File: config.mk
export PLATFORM = sky130hd
export DESIGN_NAME = sine_channel_scheduler
export DESIGN_NICKNAME = d
export VERILOG_FILES = /design/src/rtl/sine_channel_scheduler.sv
export SDC_FILE = /design/constraint.sdc
export NUM_CORES = 1
export LEC_CHECK = 0
export CAP_MARGIN = 20
export CORE_MARGIN = 10
export CORE_UTILIZATION = 31
export DETAILED_ROUTE_END_ITERATION = 8
export GPL_ROUTABILITY_DRIVEN = 0
export GPL_TIMING_DRIVEN = 0
export HOLD_SLACK_MARGIN = 0.1
export MAX_ROUTING_LAYER = met4
export SYNTH_ARGS = -nofsm -noshare
export SYNTH_HDL_FRONTEND = slang
export SYNTH_SLANG_ARGS = --single-unit
File: constraint.sdc
create_clock -name clk -period 14.9 [get_ports clk]
set_input_delay 2.98 -clock clk [delete_from_list [all_inputs] [get_ports clk]]
set_output_delay 2.98 -clock clk [all_outputs]
set_load 0.05 [all_outputs]
File: src/rtl/sine_channel_scheduler.sv
// Round-robin scheduler that time-multiplexes a dual-port sine engine across
// NUM_CH phase-accumulator channels, tracking each issued phase with a tag pipe.

module sine_tag_lane #(
    parameter int CH_W = 2,
    parameter int LAT  = 3
) (
    input  logic            clk,
    input  logic            rst,
    input  logic            adv,
    input  logic            tag_vld,
    input  logic [CH_W-1:0] tag_ch,
    input  logic [15:0]     eng_out,
    output logic            smp_valid,
    output logic [CH_W-1:0] smp_ch,
    output logic [15:0]     smp
);
    logic [LAT:0]           vld_q, vld_d;
    logic [LAT:0][CH_W-1:0] ch_q, ch_d;
    logic                   smp_valid_q, smp_valid_d;
    logic [CH_W-1:0]        smp_ch_q, smp_ch_d;
    logic [15:0]            smp_q, smp_d;

    // Stage LAT lines up with the engine output; capture it on the same step.
    always_comb begin
        vld_d       = vld_q;
        ch_d        = ch_q;
        smp_valid_d = 1'b0;
        smp_ch_d    = smp_ch_q;
        smp_d       = smp_q;
        if (adv) begin
            vld_d       = {vld_q[LAT-1:0], tag_vld};
            ch_d        = {ch_q[LAT-1:0], tag_ch};
            smp_valid_d = vld_q[LAT];
            if (vld_q[LAT]) begin
                smp_ch_d = ch_q[LAT];
                smp_d    = eng_out;
            end
        end
    end

    always_ff @(posedge clk or posedge rst) begin
        if (rst) begin
            vld_q       <= '0;
            ch_q        <= '0;
            smp_valid_q <= 1'b0;
            smp_ch_q    <= '0;
            smp_q       <= '0;
        end else begin
            vld_q       <= vld_d;
            ch_q        <= ch_d;
            smp_valid_q <= smp_valid_d;
            smp_ch_q    <= smp_ch_d;
            smp_q       <= smp_d;
        end
    end

    assign smp_valid = smp_valid_q;
    assign smp_ch    = smp_ch_q;
    assign smp       = smp_q;
endmodule

module sine_channel_scheduler #(
    parameter int NUM_CH  = 4,
    parameter int LAT     = 3,
    parameter int PHASE_W = 32
) (
    input  logic                      clk,
    input  logic                      rst,
    input  logic                      start,
    input  logic [NUM_CH-1:0]         ch_en,
    input  logic                      cfg_wr,
    input  logic [$clog2(NUM_CH)-1:0] cfg_ch,
    input  logic [PHASE_W-1:0]        cfg_freq,
    input  logic                      cfg_phase_clr,
    output logic                      eng_en,
    output logic [PHASE_W-1:0]        eng_phase_a,
    output logic [PHASE_W-1:0]        eng_phase_b,
    input  logic signed [15:0]        eng_out_a,
    input  logic signed [15:0]        eng_out_b,
    output logic                      smp_valid_a,
    output logic                      smp_valid_b,
    output logic [$clog2(NUM_CH)-1:0] smp_ch_a,
    output logic [$clog2(NUM_CH)-1:0] smp_ch_b,
    output logic signed [15:0]        smp_a,
    output logic signed [15:0]        smp_b,
    output logic                      round_done,
    output logic                      busy
);
    localparam int CH_W   = $clog2(NUM_CH);
    localparam int NP     = NUM_CH / 2;
    localparam int PTR_W  = (NP > 1) ? $clog2(NP) : 1;
    localparam int DCNT_W = $clog2(LAT + 1) + 1;

    typedef enum logic [1:0] {IDLE, RUN, DRAIN} state_t;

    state_t                           state_q, state_d;
    logic [PTR_W-1:0]                 ptr_q, ptr_d;
    logic [DCNT_W-1:0]                dcnt_q, dcnt_d;
    logic [NUM_CH-1:0][PHASE_W-1:0]   acc_q, acc_d;
    logic [NUM_CH-1:0][PHASE_W-1:0]   freq_q, freq_d;
    logic [PHASE_W-1:0]               phase_a_q, phase_a_d, phase_b_q, phase_b_d;
    logic                             eng_en_q, eng_en_d;
    logic                             busy_q, busy_d;
    logic                             round_done_q, round_done_d;

    logic                             issue;
    logic [CH_W-1:0]                  ch_a, ch_b;
    logic [1:0]                       tag_vld;
    logic [1:0][CH_W-1:0]             tag_ch;
    logic [1:0][15:0]                 eng_out_v;
    logic [1:0]                       smp_valid_v;
    logic [1:0][CH_W-1:0]             smp_ch_v;
    logic [1:0][15:0]                 smp_v;

    // Outputs are registered from the next state, so a pair's phase is on
    // the engine port during the RUN cycle that carries its pointer.
    always_comb begin
        state_d = state_q;
        ptr_d   = ptr_q;
        dcnt_d  = dcnt_q;
        issue   = 1'b0;
        case (state_q)
            IDLE: begin
                if (start) begin
                    state_d = RUN;
                    ptr_d   = '0;
                    issue   = 1'b1;
                end
            end
            RUN: begin
                if (ptr_q == PTR_W'(NP - 1)) begin
                    ptr_d = '0;
                    if (start) begin
                        issue = 1'b1;
                    end else begin
                        state_d = DRAIN;
                        dcnt_d  = '0;
                    end
                end else begin
                    ptr_d = ptr_q + 1'b1;
                    issue = 1'b1;
                end
            end
            DRAIN: begin
                if (dcnt_q == DCNT_W'(LAT)) state_d = IDLE;
                else                         dcnt_d  = dcnt_q + 1'b1;
            end
            default: state_d = IDLE;
        endcase
    end

    assign ch_a = CH_W'(2 * int'(ptr_d));
    assign ch_b = ch_a + CH_W'(1);

    // Clear wins over the issue increment; a same-edge freq write only
    // affects later issues because the add reads freq_q.
    always_comb begin
        acc_d     = acc_q;
        freq_d    = freq_q;
        phase_a_d = phase_a_q;
        phase_b_d = phase_b_q;
        if (issue) begin
            phase_a_d = acc_q[ch_a];
            phase_b_d = acc_q[ch_b];
            if (ch_en[ch_a]) acc_d[ch_a] = acc_q[ch_a] + freq_q[ch_a];
            if (ch_en[ch_b]) acc_d[ch_b] = acc_q[ch_b] + freq_q[ch_b];
        end
        if (cfg_phase_clr) acc_d[cfg_ch]  = '0;
        if (cfg_wr)        freq_d[cfg_ch] = cfg_freq;
    end

    always_comb begin
        eng_en_d     = (state_d != IDLE);
        busy_d       = (state_d != IDLE);
        round_done_d = issue && (ptr_d == PTR_W'(NP - 1));
    end

    always_ff @(posedge clk or posedge rst) begin
        if (rst) begin
            state_q      <= IDLE;
            ptr_q        <= '0;
            dcnt_q       <= '0;
            acc_q        <= '0;
            freq_q       <= '0;
            phase_a_q    <= '0;
            phase_b_q    <= '0;
            eng_en_q     <= 1'b0;
            busy_q       <= 1'b0;
            round_done_q <= 1'b0;
        end else begin
            state_q      <= state_d;
            ptr_q        <= ptr_d;
            dcnt_q       <= dcnt_d;
            acc_q        <= acc_d;
            freq_q       <= freq_d;
            phase_a_q    <= phase_a_d;
            phase_b_q    <= phase_b_d;
            eng_en_q     <= eng_en_d;
            busy_q       <= busy_d;
            round_done_q <= round_done_d;
        end
    end

    assign tag_vld   = {issue & ch_en[ch_b], issue & ch_en[ch_a]};
    assign tag_ch    = {ch_b, ch_a};
    assign eng_out_v = {eng_out_b, eng_out_a};

    // The engine advances only on enabled cycles; the issuing edge out of
    // IDLE must also load the first tag.
    for (genvar p = 0; p < 2; p++) begin : g_lane
        sine_tag_lane #(.CH_W(CH_W), .LAT(LAT)) u_lane (
            .clk       (clk),
            .rst       (rst),
            .adv       (eng_en_q | issue),
            .tag_vld   (tag_vld[p]),
            .tag_ch    (tag_ch[p]),
            .eng_out   (eng_out_v[p]),
            .smp_valid (smp_valid_v[p]),
            .smp_ch    (smp_ch_v[p]),
            .smp       (smp_v[p])
        );
    end

    assign eng_en      = eng_en_q;
    assign busy        = busy_q;
    assign round_done  = round_done_q;
    assign eng_phase_a = phase_a_q;
    assign eng_phase_b = phase_b_q;
    assign smp_valid_a = smp_valid_v[0];
    assign smp_valid_b = smp_valid_v[1];
    assign smp_ch_a    = smp_ch_v[0];
    assign smp_ch_b    = smp_ch_v[1];
    assign smp_a       = smp_v[0];
    assign smp_b       = smp_v[1];
endmodule

Yosys cells after proc, flatten, opt, wreduce, memory -nomap -nowiden
Index checks and enable logic that the tools add are counted.

Bits in registers: 385. Bits of input ports: 75. Output and inout port bits: 105. Logic and storage cells: 106.

Add/subtract/negate cells: 5. Magnitude comparators: 6. Equality and inequality tests: 6. Muxes and demuxes: 43. Bitwise gates (word level): 5. Reductions and logical operators: 10.

Operators with widths (number): 2-to-1 mux 128 bit (5); bitwise mux 128 bit (3); 2-to-1 mux 32 bit (9); AND 128 bit (1); binary-select mux 32 bit (select 2 bit) (2); demux 32 bit (select 2 bit) (2); inverter 128 bit (1); adder 32 bit (2); demux 32 bit (select 1 bit) (1); < comparator 2 x 3 -> 1 bit (second input constant) (3); 2-to-1 mux 1 bit (9); 2-to-1 mux 3 bit (3); 2-to-1 mux 2 bit (4); >= comparator 2 x 1 -> 1 bit (second input constant) (3); inequality test 2 bit (second input constant) (3); case mux 2 bit (3 select lines) (1); case mux 3 bit (2 select lines) (1); logical AND 1 bit (4); case mux 1 bit (2 select lines) (2); AND reduction 2 bit (2); AND reduction 4 bit (1); nonzero test 2 bit (2); adder 3 x 1 -> 3 bit (second input constant) (1); equality test 3 x 2 -> 1 bit (second input constant) (1); 8 further kinds (9).

Longest topological paths before layout
Gate-level depths: netlist of the first run.

Word-level depth: 15. Mapped depth: 22. Gate-level depth less buffers: 18.

By module
Synthesis of the first run repeated with hierarchy kept, for this count alone.

Cell total of the unflattened synthesis: 2159. Area, all modules: 20601.0 µm².

Modules (own cells, without submodules): sine_channel_scheduler (times used 1, cells an instance 2027, area an instance 18236.2 µm², sequential area each 8207.9 µm²); sine_tag_lane (times used 2, cells an instance 66, area an instance 1182.4 µm², sequential area each 775.7 µm²).

Least setup slack after synthesis of the first run
No wires, ideal clock.

Kind: input port to flip-flop. Start point: in start. End point: reg acc_q[60] (netlist bit). Library setup time: 86 ps. Data arrival time: 6914 ps. Data required time: 14814 ps. Setup slack: 7900 ps. Stages on the path: 19. Buffers on the path: 3. Path through: o21bai_4 -> a21oi_4 -> inv_2 -> buf_2 -> buf_1 -> clkbuf_1 -> nand2_1 -> nand2_1 -> ha_1 -> nor2b_1 -> o31a_1 -> o32ai_1 -> o22ai_1 -> o2111ai_1 -> a21bo_2 -> a21oi_1 -> o41a_1 -> and3_1 -> nor3_1.

RTL lines: start, declared (RTL line 70) `input logic start,`; end signal, assigned (RTL line 184) `acc_q <= '0;`; end signal, assigned (RTL line 195) `acc_q <= acc_d;`; end, declared (RTL line 100) `logic [NUM_CH-1:0][PHASE_W-1:0] acc_q, acc_d;`.

==> impl_metrics.py, run 1 <==
metrics = {
    "sta": {
        "tightestPinTransition_ns": 1.17,
        "grt_setup_unrepaired": "false",
        "fin_crit_sh": 0.625,
        "clock_skew_ns": 0.0258,
        "period_minus_slack_ns": 9.31,
        "relSlewSlack": 0.223,
        "hold_violations": 0,
        "timing.fmax_mhz": 107,
        "report.final.slew_viol_count": 0,
        "setup_violations": 0,
    },
    "yosys": {
        "synth_flop_cell": "dfrtp_1",
        "synth_edf_count": 0,
        "yosysSeqAreaShare": 0.470,
        "synthCells": 2100,
        "synth.distinct_cells": 88,
        "synth_area_mm2": 0.0203,
        "synth-seq-cells": 381,
        "synth_nets": 2236,
        "avgSynthCellArea_um2": 9.67,
        "yosysWarnings": 0,
        "ys_async_sr_fraction": 1.00,
    },
    "die": {
        "core_area_mm2": 0.0647,
        "die_area_mm2": 0.0761,
        "die_w_um": 276,
        "row_count": 93,
        "ioPinCount": 180,
        "dieHeight_um": 276,
        "start_util": 0.314,
    },
    "critical_path": {
        "reg2reg_to": "acc_q[60]$_DFF_PP0_",
        "cp.arrival_ns": 9.80,
        "slowest_delay_ns": 0.83,
        "startpoint": "start",
        "slowest_stage": "clkbuf_1",
        "reg2reg_depth": 20,
        "required_ns": 15.39,
        "path_common_cell": "nand2_1",
        "r2r-start": "ptr_q$_DFF_PP0_",
        "crit_chain": "clkdlybuf4s50_1 -> o21bai_4 -> a21oi_4 -> inv_2 -> buf_2 -> buf_1 -> clkbuf_1 -> nand2_1 -> nand2_1 -> ha_1 -> nor2b_1 -> o31a_1 -> o32ai_1 -> o22ai_1 -> o2111ai_1 -> a21bo_2 -> a21oi_1 -> o41a_1 -> and3_1 -> nor3_1",
        "r2r_setup_slack_ns": 7.50,
        "worst_setup_path_end_kind": "register",
        "path_max_fanout": 10,
        "cp-start-kind": "input pin",
        "crit_type": "input pin to register",
    },
    "cts": {
        "cts_resized": 0,
        "clockBufferDepth": 3,
        "cts_tree": "done",
        "cts_made_buffers": 44,
        "clock_latency_ns": 0.59,
        "post-cts-setup-buffer-count": 0,
        "clkSinkCount": 381,
        "cts_hold_buf": 0,
        "htree_levels": 2,
        "root_buffer": "clkbuf_16",
        "clk_pin_slew_ns": 0.06,
    },
    "finish": {
        "register_area_mm2": 0.00953,
        "nets": 2462,
        "fillers": 6431,
        "area_growth_pct": 21.7,
        "multi_input_area_mm2": 0.0101,
        "drive_gt1_frac": 0.138,
        "instances_no_fill": 3219,
        "mostFrequentLayoutCell": "nand2_1",
        "layout_common_cells": "nand2_1, dfrtp_1, mux2_2, clkdlybuf4s50_1, a21oi_1",
    },
    "flow_run": {
        "maxCapViolations": 0,
    },
    "global_route": {
        "grtUsageMet3": 0.0359,
        "grt_pass1_vias": 17200,
        "antenna_found_initial": 6,
        "grtUsageTotal": 0.183,
        "grtUsageMet1": 0.240,
        "grt_max_degree": 124,
        "grt.met2_usage": 0.279,
        "busiest_layer": "met2",
        "grt_pass1_wl_um": 104000,
        "globalRouteOverflowTotal": 0,
    },
    "place": {
        "detailed_place_hpwl_um": 50600,
        "dp.cells": 3135,
        "port-buffer-count": 176,
    },
    "min_path": {
        "hold_depth": 2,
        "min_to": "eng_phase_a[12]$_DFFE_PP0P_",
        "hp-start": "eng_phase_a[12]$_DFFE_PP0P_",
        "hp-class": "register to register",
    },
    "drt": {
        "first_pass_iters": 6,
        "wirelength_um": 69100,
        "ant_nets": 0,
        "vias_per_cell": 5.33,
        "wl_per_cell_um": 21.5,
        "num_vias": 17100,
        "drc": 0,
        "drt_iter0_drc": 1634,
    },
    "run_status": {
        "outcome": "finished, final reports clean",
    },
}
## layer usage
layer / part of all wire / up-vias
li1: - / 7839
met1: 0.44 / 8487
met2: 0.45 / 690
met3: 0.080 / 133
met4: 0.035 / 0
met5: 0 / -
## worst max-delay path: cells and delay by family
family                   cells  cell delay, ns
buffers and inverters        5            2.72
adder cells (fa/ha/maj)      1            0.28
AO/OA/AOI/OAI                9            2.93
AND/OR/NAND/NOR              5            0.84
## stage by stage
step	setup TNS [ns]	setup WS, ns	cell area, um2	hold slack (ns)	utilization
after global placement	-1234.77	-3.28	23100	0.450	0.357
after CTS	0	5.77	24700	0.479	0.381
final	0	5.59	24700	0.470	0.382
after detailed placement	0	5.19	23200	0.467	0.359
after global routing	0	5.44	24700	0.498	0.382
after floorplan	0	1.33	20300	0.435	-
## registers in the layout, summed over array words and instances (netlist names)
register                 count
freq_q                     128
eng_phase_a                 32
acc_q                      128
g_lane.u_lane.smp           32
g_lane.u_lane.smp_ch         3
g_lane.u_lane.vld_q          8
state_q                      2
dcnt_q                       3
eng_phase_b                 32
g_lane.u_lane.smp_valid      2
g_lane.u_lane.ch_q           8
round_done                   1
ptr_q                        1
busy                         1
## cell usage after synthesis, types with 17 or more instances
cell / number / area share
nand2_1: 504 / 0.093
nand3_1: 30 / 0.0074
clkbuf_1: 83 / 0.015
xor2_1: 19 / 0.0082
and3_1: 17 / 0.0052
a211oi_1: 28 / 0.010
a21o_1: 25 / 0.0092
mux2i_1: 34 / 0.017
ha_1: 59 / 0.036
mux2_2: 187 / 0.10
buf_1: 21 / 0.0039
nor2_1: 115 / 0.021
nor3_1: 27 / 0.0067
a21oi_1: 123 / 0.030
a31oi_1: 55 / 0.017
inv_1: 35 / 0.0065
xnor2_1: 46 / 0.020
o21ai_0: 73 / 0.018
dfrtp_1: 381 / 0.47
o221ai_1: 37 / 0.016
## worst max-delay path by stage
stage,endpoint,slack [ns]
2_1_floorplan,acc_q[0]$_DFF_PP0_,1.33
5_1_grt,acc_q[60]$_DFF_PP0_,5.44
4_1_cts,acc_q[60]$_DFF_PP0_,5.77
6_report,acc_q[60]$_DFF_PP0_,5.59
3_3_place_gp,acc_q[23]$_DFF_PP0_,-3.28
3_5_place_dp,acc_q[60]$_DFF_PP0_,5.19
## area by class of cell
class / count / area share
diodes: 5 / 0.000507
flip-flops and latches: 381 / 0.386
multi-input cells: 1558 / 0.409
clock buffers: 61 / 0.0509
inverters: 37 / 0.00593
repair buffers: 180 / 0.0749
plain buffers: 124 / 0.0216
well taps: 855 / 0.0433
clock inverters: 18 / 0.00816
## cell families (layout without fill, tap and decap cells)
| group | after synthesis | count (layout) | share of synthesized area |
|---|---|---|---|
| XOR/XNOR | 68 | 68 | 0.0305 |
| flip-flops | 381 | 381 | 0.470 |
| multiplexers | 221 | 221 | 0.121 |
| buffers and inverters | 161 | 420 | 0.0332 |
| adder cells (fa/ha/maj) | 63 | 63 | 0.0395 |
| AO/OA/AOI/OAI | 440 | 440 | 0.148 |
| AND/OR/NAND/NOR | 765 | 765 | 0.158 |
| other | 1 | 6 | 0.000185 |
Power of run 1 is not shown: default switching activity piles up to over one toggle a cycle in this logic, so the estimate is an artifact.
==> run 2: changes to the inputs <==
==> constraint.sdc (replaced) <==
create_clock -name clk -period 8.31 [get_ports clk]
set_input_delay 1.662 -clock clk [delete_from_list [all_inputs] [get_ports clk]]
set_output_delay 1.662 -clock clk [all_outputs]
set_load 0.05 [all_outputs]
==> run 2 against run 1 <==
Against the previous run:
- hold slack worse by 0.0070 ns
- design area is 0.59% higher
- first-iteration DRC count is 4.0% higher
- worst setup slack worse by 5.1 ns
- cell count hardly changed
- critical path depth stayed put
- via count is 0.72% higher
- wire length is 0.30% lower
- flip-flop and latch count stayed put
- sequential share of layout area is 0.23 points lower
- die area stayed put
- clock-buffer cell count is 2 lower
- largest cell class unchanged
==> impl_metrics.py, run 2 (same netlist as run 1, synthesis figures left out) <==
metrics = {
    "critical_path": {
        "path_max_fanout": 10,
        "reg2reg_depth": 20,
        "crit_type": "input pin to register",
        "r2r_setup_slack_ns": 1.07,
        "r2r-start": "ptr_q$_DFF_PP0_",
        "reg2reg_to": "acc_q[60]$_DFF_PP0_",
        "required_ns": 8.82,
        "cp.arrival_ns": 8.31,
        "worst_setup_path_end_kind": "register",
        "cp-start-kind": "input pin",
    },
    "die": {
        "start_util": 0.314,
        "dieHeight_um": 276,
        "row_count": 93,
        "die_w_um": 276,
        "die_area_mm2": 0.0761,
        "ioPinCount": 180,
        "core_area_mm2": 0.0647,
    },
    "drt": {
        "vias_per_cell": 5.36,
        "wirelength_um": 68900,
        "ant_nets": 0,
        "drt_iter0_drc": 1700,
        "drc": 0,
        "first_pass_iters": 5,
        "num_vias": 17300,
        "wl_per_cell_um": 21.4,
    },
    "sta": {
        "timing.fmax_mhz": 128,
        "relSlewSlack": 0.239,
        "hold_violations": 0,
        "report.final.slew_viol_count": 0,
        "grt_setup_unrepaired": "false",
        "setup_violations": 0,
        "period_minus_slack_ns": 7.81,
        "fin_crit_sh": 0.939,
        "tightestPinTransition_ns": 1.14,
        "clock_skew_ns": 0.0303,
    },
    "place": {
        "dp.cells": 3142,
        "port-buffer-count": 176,
        "detailed_place_hpwl_um": 51100,
    },
    "min_path": {
        "hp-start": "g_lane[1].u_lane.ch_q[0]$_DFFE_PP0N_",
        "min_to": "g_lane[1].u_lane.ch_q[0]$_DFFE_PP0N_",
        "hp-class": "register to register",
        "hold_depth": 1,
    },
    "cts": {
        "clkSinkCount": 381,
        "clk_pin_slew_ns": 0.06,
        "clockBufferDepth": 3,
        "post-cts-setup-buffer-count": 0,
        "cts_made_buffers": 43,
        "cts_hold_buf": 0,
        "cts_resized": 0,
        "htree_levels": 2,
        "clock_latency_ns": 0.60,
        "cts_tree": "done",
        "root_buffer": "clkbuf_16",
    },
    "finish": {
        "area_growth_pct": 22.4,
        "instances_no_fill": 3222,
        "mostFrequentLayoutCell": "nand2_1",
        "drive_gt1_frac": 0.142,
        "layout_common_cells": "nand2_1, dfrtp_1, mux2_2, clkdlybuf4s50_1, a21oi_1",
        "nets": 2468,
        "reg_top3": "acc_q (128), freq_q (128)",
    },
    "global_route": {
        "grtUsageTotal": 0.181,
        "globalRouteOverflowTotal": 0,
        "grt_pass1_vias": 17100,
        "grt_max_degree": 44,
        "grt_pass1_wl_um": 103000,
        "antenna_found_initial": 3,
    },
    "run_status": {
        "outcome": "finished, final reports clean",
    },
    "flow_run": {
        "maxCapViolations": 0,
    },
}
-- run 2: cell types whose count changed in the layout (fill, tap and decap cells not counted), sizes merged --
cell	before	now
inv	38	37
diode	5	2
clkbuf	144	142
buf	45	52
clkinvlp	0	5
clkinv	13	9
bufinv	4	5
-- run 2: cell type report --
cell class,instances,area (um2)
fillers,6417,39900
multi-input cells,1558,10100
flip-flops and latches,381,9530
repair buffers,187,1970
clock buffers,59,1250
well taps,855,1070
plain buffers,124,534
clock inverters,19,249
inverters,37,143
diodes,2,5.00
-- run 2: how the worst max path moves through the flow --
stage	startpoint	to	depth (start not counted)
2_1_floorplan	rst	acc_q[0]$_DFF_PP0_	1
3_3_place_gp	rst	freq_q[23]$_DFFE_PP0P_	2
3_5_place_dp	start	acc_q[60]$_DFF_PP0_	20
4_1_cts	start	acc_q[60]$_DFF_PP0_	20
5_1_grt	start	acc_q[60]$_DFF_PP0_	20
6_report	start	acc_q[60]$_DFF_PP0_	20
-- run 2: critical path, stage by stage --
cell and delay (ns):
clkdlybuf4s50_1 0.53, o21bai_4 0.27, a21oi_4 0.19, inv_2 0.23, buf_2 0.33, buf_1 0.75
clkbuf_1 0.79, nand2_1 0.18, nand2_1 0.11, ha_1 0.27, nor2b_1 0.17, o31a_1 0.29
o32ai_1 0.64, o22ai_1 0.17, o2111ai_1 0.46, a21bo_2 0.26, a21oi_1 0.13, o41a_1 0.44
and3_1 0.20, nor3_1 0.18
-- run 2: stage by stage --
stage / util / setup slack, ns / hold WS, ns / TNS [ns] / cell area [um2]
finish: 0.384 / 0.504 / 0.463 / 0 / 24800
global route: 0.384 / 0.206 / 0.500 / 0 / 24800
CTS: 0.384 / 0.568 / 0.471 / 0 / 24800
detailed placement: 0.361 / -0.0387 / 0.453 / -0.0626 / 23300
global placement: 0.358 / -1.05 / 0.449 / -381.74 / 23100
floorplan: - / 1.53 / 0.435 / 0 / 20300
-- run 2: layer usage --
| layer | up-vias | share of wire | global-route usage |
|---|---|---|---|
| met4 | 0 | 0.032 | 0.0576 |
| li1 | 7858 | - | - |
| met5 | - | 0 | - |
| met3 | 125 | 0.083 | 0.0354 |
| met1 | 8564 | 0.44 | 0.238 |
| met2 | 725 | 0.45 | 0.277 |
Power of run 2 is left out for the same reason.
==> run 3: changes to the inputs <==
--- a/config.mk
+++ b/config.mk
@@ -5,7 +5,7 @@
 export SDC_FILE = /design/constraint.sdc
 export NUM_CORES = 1
 export LEC_CHECK = 0
-export CAP_MARGIN = 20
+export CORE_ASPECT_RATIO = 0.8
 export CORE_MARGIN = 10
 export CORE_UTILIZATION = 31
 export DETAILED_ROUTE_END_ITERATION = 8
==> run 3 against run 2 <==
Against the previous run:
- the run now fails in 5_2_route
- global-route usage fell by 0.18 points
- synthesized area did not move
- synthesized cell count did not move
==> impl_metrics.py, run 3 <==
metrics = {
    "run_status": {
        "outcome": "did not finish",
        "lastStage": "5_2_route",
        "error_line": "[ERROR DRT-0255] Maze Route cannot find path of net clk in worker of routeBox ( 289800 0 ) ( 306080 48300 ).",
    },
    "global_route": {
        "grtUsageTotal": 0.179,
        "globalRouteOverflowTotal": 0,
        "grt_pass1_vias": 17100,
        "grt_pass1_wl_um": 104000,
        "grt_max_degree": 45,
        "antenna_found_initial": 5,
    },
    "yosys": {
        "synth_nets": 2236,
        "synth_area_leaders": "dfrtp_1, mux2_2, nand2_1",
        "synth_top_cell_by_area": "dfrtp_1",
        "synth_flop_cell": "dfrtp_1",
        "synth_edf_count": 0,
        "synth_area_mm2": 0.0203,
        "synth-seq-cells": 381,
        "synth_top_area_share": 0.470,
        "synth.distinct_cells": 88,
        "synth_commonest_cells": "nand2_1, dfrtp_1, mux2_2",
        "avgSynthCellArea_um2": 9.67,
        "ys_async_sr_fraction": 1.00,
        "yosysWarnings": 0,
        "yosysSeqAreaShare": 0.470,
        "synth.most_common_cell": "nand2_1",
        "synthCells": 2100,
    },
    "die": {
        "start_util": 0.315,
        "dieHeight_um": 249,
        "row_count": 83,
        "die_w_um": 306,
        "ioPinCount": 180,
    },
    "cts": {
        "cts_made_buffers": 40,
        "cts_hold_buf": 0,
        "post-cts-setup-buffer-count": 0,
        "clkSinkCount": 381,
        "root_buffer": "clkbuf_16",
        "cts_resized": 0,
        "htree_levels": 2,
        "clockBufferDepth": 3,
    },
    "place": {
        "port-buffer-count": 176,
        "detailed_place_hpwl_um": 51800,
    },
}
run 3: cell counts after synthesis:
No cell type changed its count.
run 3: metal layers:
metal / GRT usage
met5: -
met4: 0.0442
met3: 0.0398
met2: 0.257
met1: 0.252
run 3: cell families after synthesis:
family,synth area share
AND/OR/NAND/NOR,0.158
XOR/XNOR,0.0305
other,0.000185
buffers and inverters,0.0332
AO/OA/AOI/OAI,0.148
adder cells (fa/ha/maj),0.0395
multiplexers,0.121
flip-flops,0.470
run 3: per-stage QoR:
| stage | setup slack, ns | cell area (um2) | std cells |
|---|---|---|---|
| 5_1_grt | 0.198 | 24800 | 3209 |
| 4_1_cts | 0.552 | 24800 | 3208 |
| 3_5_place_dp | -0.00370 | 23300 | 3136 |
| 3_3_place_gp | -0.974 | 23100 | 3126 |
| 2_1_floorplan | 1.53 | 20300 | 2100 |
==> run 4: changes to the inputs <==
==> config.mk (replaced) <==
export PLATFORM = sky130hd
export DESIGN_NAME = sine_channel_scheduler
export DESIGN_NICKNAME = d
export VERILOG_FILES = /design/src/rtl/sine_channel_scheduler.sv
export SDC_FILE = /design/constraint.sdc
export NUM_CORES = 1
export LEC_CHECK = 0
export CORE_MARGIN = 10
export CORE_UTILIZATION = 20
export DETAILED_ROUTE_END_ITERATION = 8
export GPL_ROUTABILITY_DRIVEN = 0
export GPL_TIMING_DRIVEN = 0
export PLACE_DENSITY_LB_ADDON = 0.15
export SYNTH_ARGS = -nofsm -noshare
export SYNTH_HDL_FRONTEND = slang
export SYNTH_SLANG_ARGS = --single-unit
==> constraint.sdc (replaced) <==
create_clock -name clk -period 10.8 [get_ports clk]
set_input_delay 2.16 -clock clk [delete_from_list [all_inputs] [get_ports clk]]
set_output_delay 2.16 -clock clk [all_outputs]
set_load 0.05 [all_outputs]
==> run 4 against run 3 <==
Against the previous run:
- the run now ends clean
- global-route usage fell by 4.3 points
==> impl_metrics.py, run 4 (same netlist as run 1, synthesis figures left out) <==
metrics = {
    "die": {
        "die_w_um": 339,
        "row_count": 116,
        "ioPinCount": 180,
        "die_area_mm2": 0.115,
        "start_util": 0.202,
        "dieHeight_um": 339,
        "core_area_mm2": 0.100,
    },
    "drt": {
        "first_pass_iters": 7,
        "top_layer_used": "met5",
        "drc": 0,
        "dr_wl_met3_um": 3920,
        "drt_iter0_drc": 1149,
        "ant_nets": 0,
        "wl_met2_um": 36900,
        "wirelength_um": 80900,
        "wl_met1_um": 38300,
        "num_vias": 17000,
        "vias_per_cell": 4.55,
        "wl_per_cell_um": 21.7,
    },
    "critical_path": {
        "cp-start-kind": "input pin",
        "worst_setup_path_end_kind": "register",
        "cp.arrival_ns": 9.17,
        "r2r-start": "ptr_q$_DFF_PP0_",
        "startpoint": "start",
        "path_max_fanout": 10,
        "crit_type": "input pin to register",
        "r2r_setup_slack_ns": 3.09,
        "required_ns": 11.32,
    },
    "global_route": {
        "antenna_found_initial": 9,
        "grt_pass1_wl_um": 119000,
        "globalRouteOverflowTotal": 0,
        "grtUsageTotal": 0.136,
        "grt_pass1_vias": 17200,
        "grt_max_degree": 43,
    },
    "cts": {
        "cts_hold_buf": 0,
        "cts_tree": "done",
        "clockBufferDepth": 3,
        "clk_pin_slew_ns": 0.06,
        "htree_levels": 2,
        "clkSinkCount": 381,
        "post-cts-setup-buffer-count": 0,
        "root_buffer": "clkbuf_16",
        "clock_latency_ns": 0.62,
        "cts_resized": 0,
        "cts_made_buffers": 50,
    },
    "sta": {
        "report.final.slew_viol_count": 0,
        "clock_skew_ns": 0.0270,
        "setup_violations": 0,
        "setup_ws_ns": 2.16,
        "grt_setup_unrepaired": "false",
        "period_minus_slack_ns": 8.64,
        "relSlewSlack": 0.200,
        "tightestPinTransition_ns": 1.20,
        "fin_crit_sh": 0.800,
        "finalSetupTns_ns": 0,
        "hold_violations": 0,
        "timing.fmax_mhz": 116,
    },
    "place": {
        "dp.cells": 3644,
        "detailed_place_hpwl_um": 60700,
        "port-buffer-count": 176,
        "dp_slack_ns": 1.42,
    },
    "min_path": {
        "hp-start": "g_lane[1].u_lane.ch_q[0]$_DFFE_PP0N_",
        "hp-class": "register to register",
    },
    "finish": {
        "drive_gt1_frac": 0.145,
        "reg_top3": "acc_q (128), freq_q (128)",
        "fillers": 10700,
        "instances_no_fill": 3737,
        "area_growth_pct": 26.6,
        "layout_common_cells": "nand2_1, dfrtp_1, mux2_2, clkdlybuf4s50_1, a21oi_1",
        "mostFrequentLayoutCell": "nand2_1",
        "nets": 2475,
    },
    "run_status": {
        "outcome": "finished, final reports clean",
    },
    "flow_run": {
        "maxCapViolations": 0,
    },
}
[run 4: layer usage]
layer  up-vias  GRT usage
met2       440      0.219
met4         8     0.0328
met5         -          0
li1       7892          -
met3        93     0.0235
met1      8584      0.188
[run 4: stage by stage]
| step | hold WS (ns) | area (um2) | utilization |
|---|---|---|---|
| 3_5_place_dp | 0.457 | 24000 | 0.239 |
| 2_1_floorplan | 0.435 | 20300 | - |
| 5_1_grt | 0.503 | 25700 | 0.256 |
| 3_3_place_gp | 0.451 | 23800 | 0.237 |
| 4_1_cts | 0.469 | 25700 | 0.256 |
| 6_report | 0.461 | 25700 | 0.256 |
[run 4: critical path, stage by stage]
cell and delay, ns:
clkdlybuf4s50_1 0.55, o21bai_4 0.28, a21oi_4 0.20, inv_2 0.25, buf_2 0.37, buf_1 0.87, clkbuf_1 0.82, nand2_1 0.17
nand2_1 0.12, ha_1 0.28, nor2b_1 0.16, o31a_1 0.29, o32ai_1 0.64, o22ai_1 0.17, o2111ai_1 0.50, a21bo_2 0.29
a21oi_1 0.15, o41a_1 0.46, and3_1 0.21, nor3_1 0.17
[run 4: layout make-up]
class	count	area, um2	share of cell area
multi-input combinational	1558	10100	0.393
sequential	381	9530	0.371
timing repair buffer	187	1980	0.0771
tap	1357	1700	0.0661
clock buffer	76	1510	0.0588
buffer	124	534	0.0208
clock inverter	15	194	0.00755
inverter	37	143	0.00555
antenna	2	5.00	0.000195
[run 4: worst paths after layout]
path	endpoint	depth (start not counted)
min in group asynchronous	acc_q[38]$_DFF_PP0_	2
worst max register to register	acc_q[60]$_DFF_PP0_	20
worst min-delay path	g_lane[1].u_lane.ch_q[0]$_DFFE_PP0N_	1
worst min register to register	g_lane[1].u_lane.ch_q[0]$_DFFE_PP0N_	1
max in group asynchronous	eng_phase_a[17]$_DFFE_PP0P_	6
worst max-delay path	acc_q[60]$_DFF_PP0_	20
Power of run 4 is left out for the same reason.
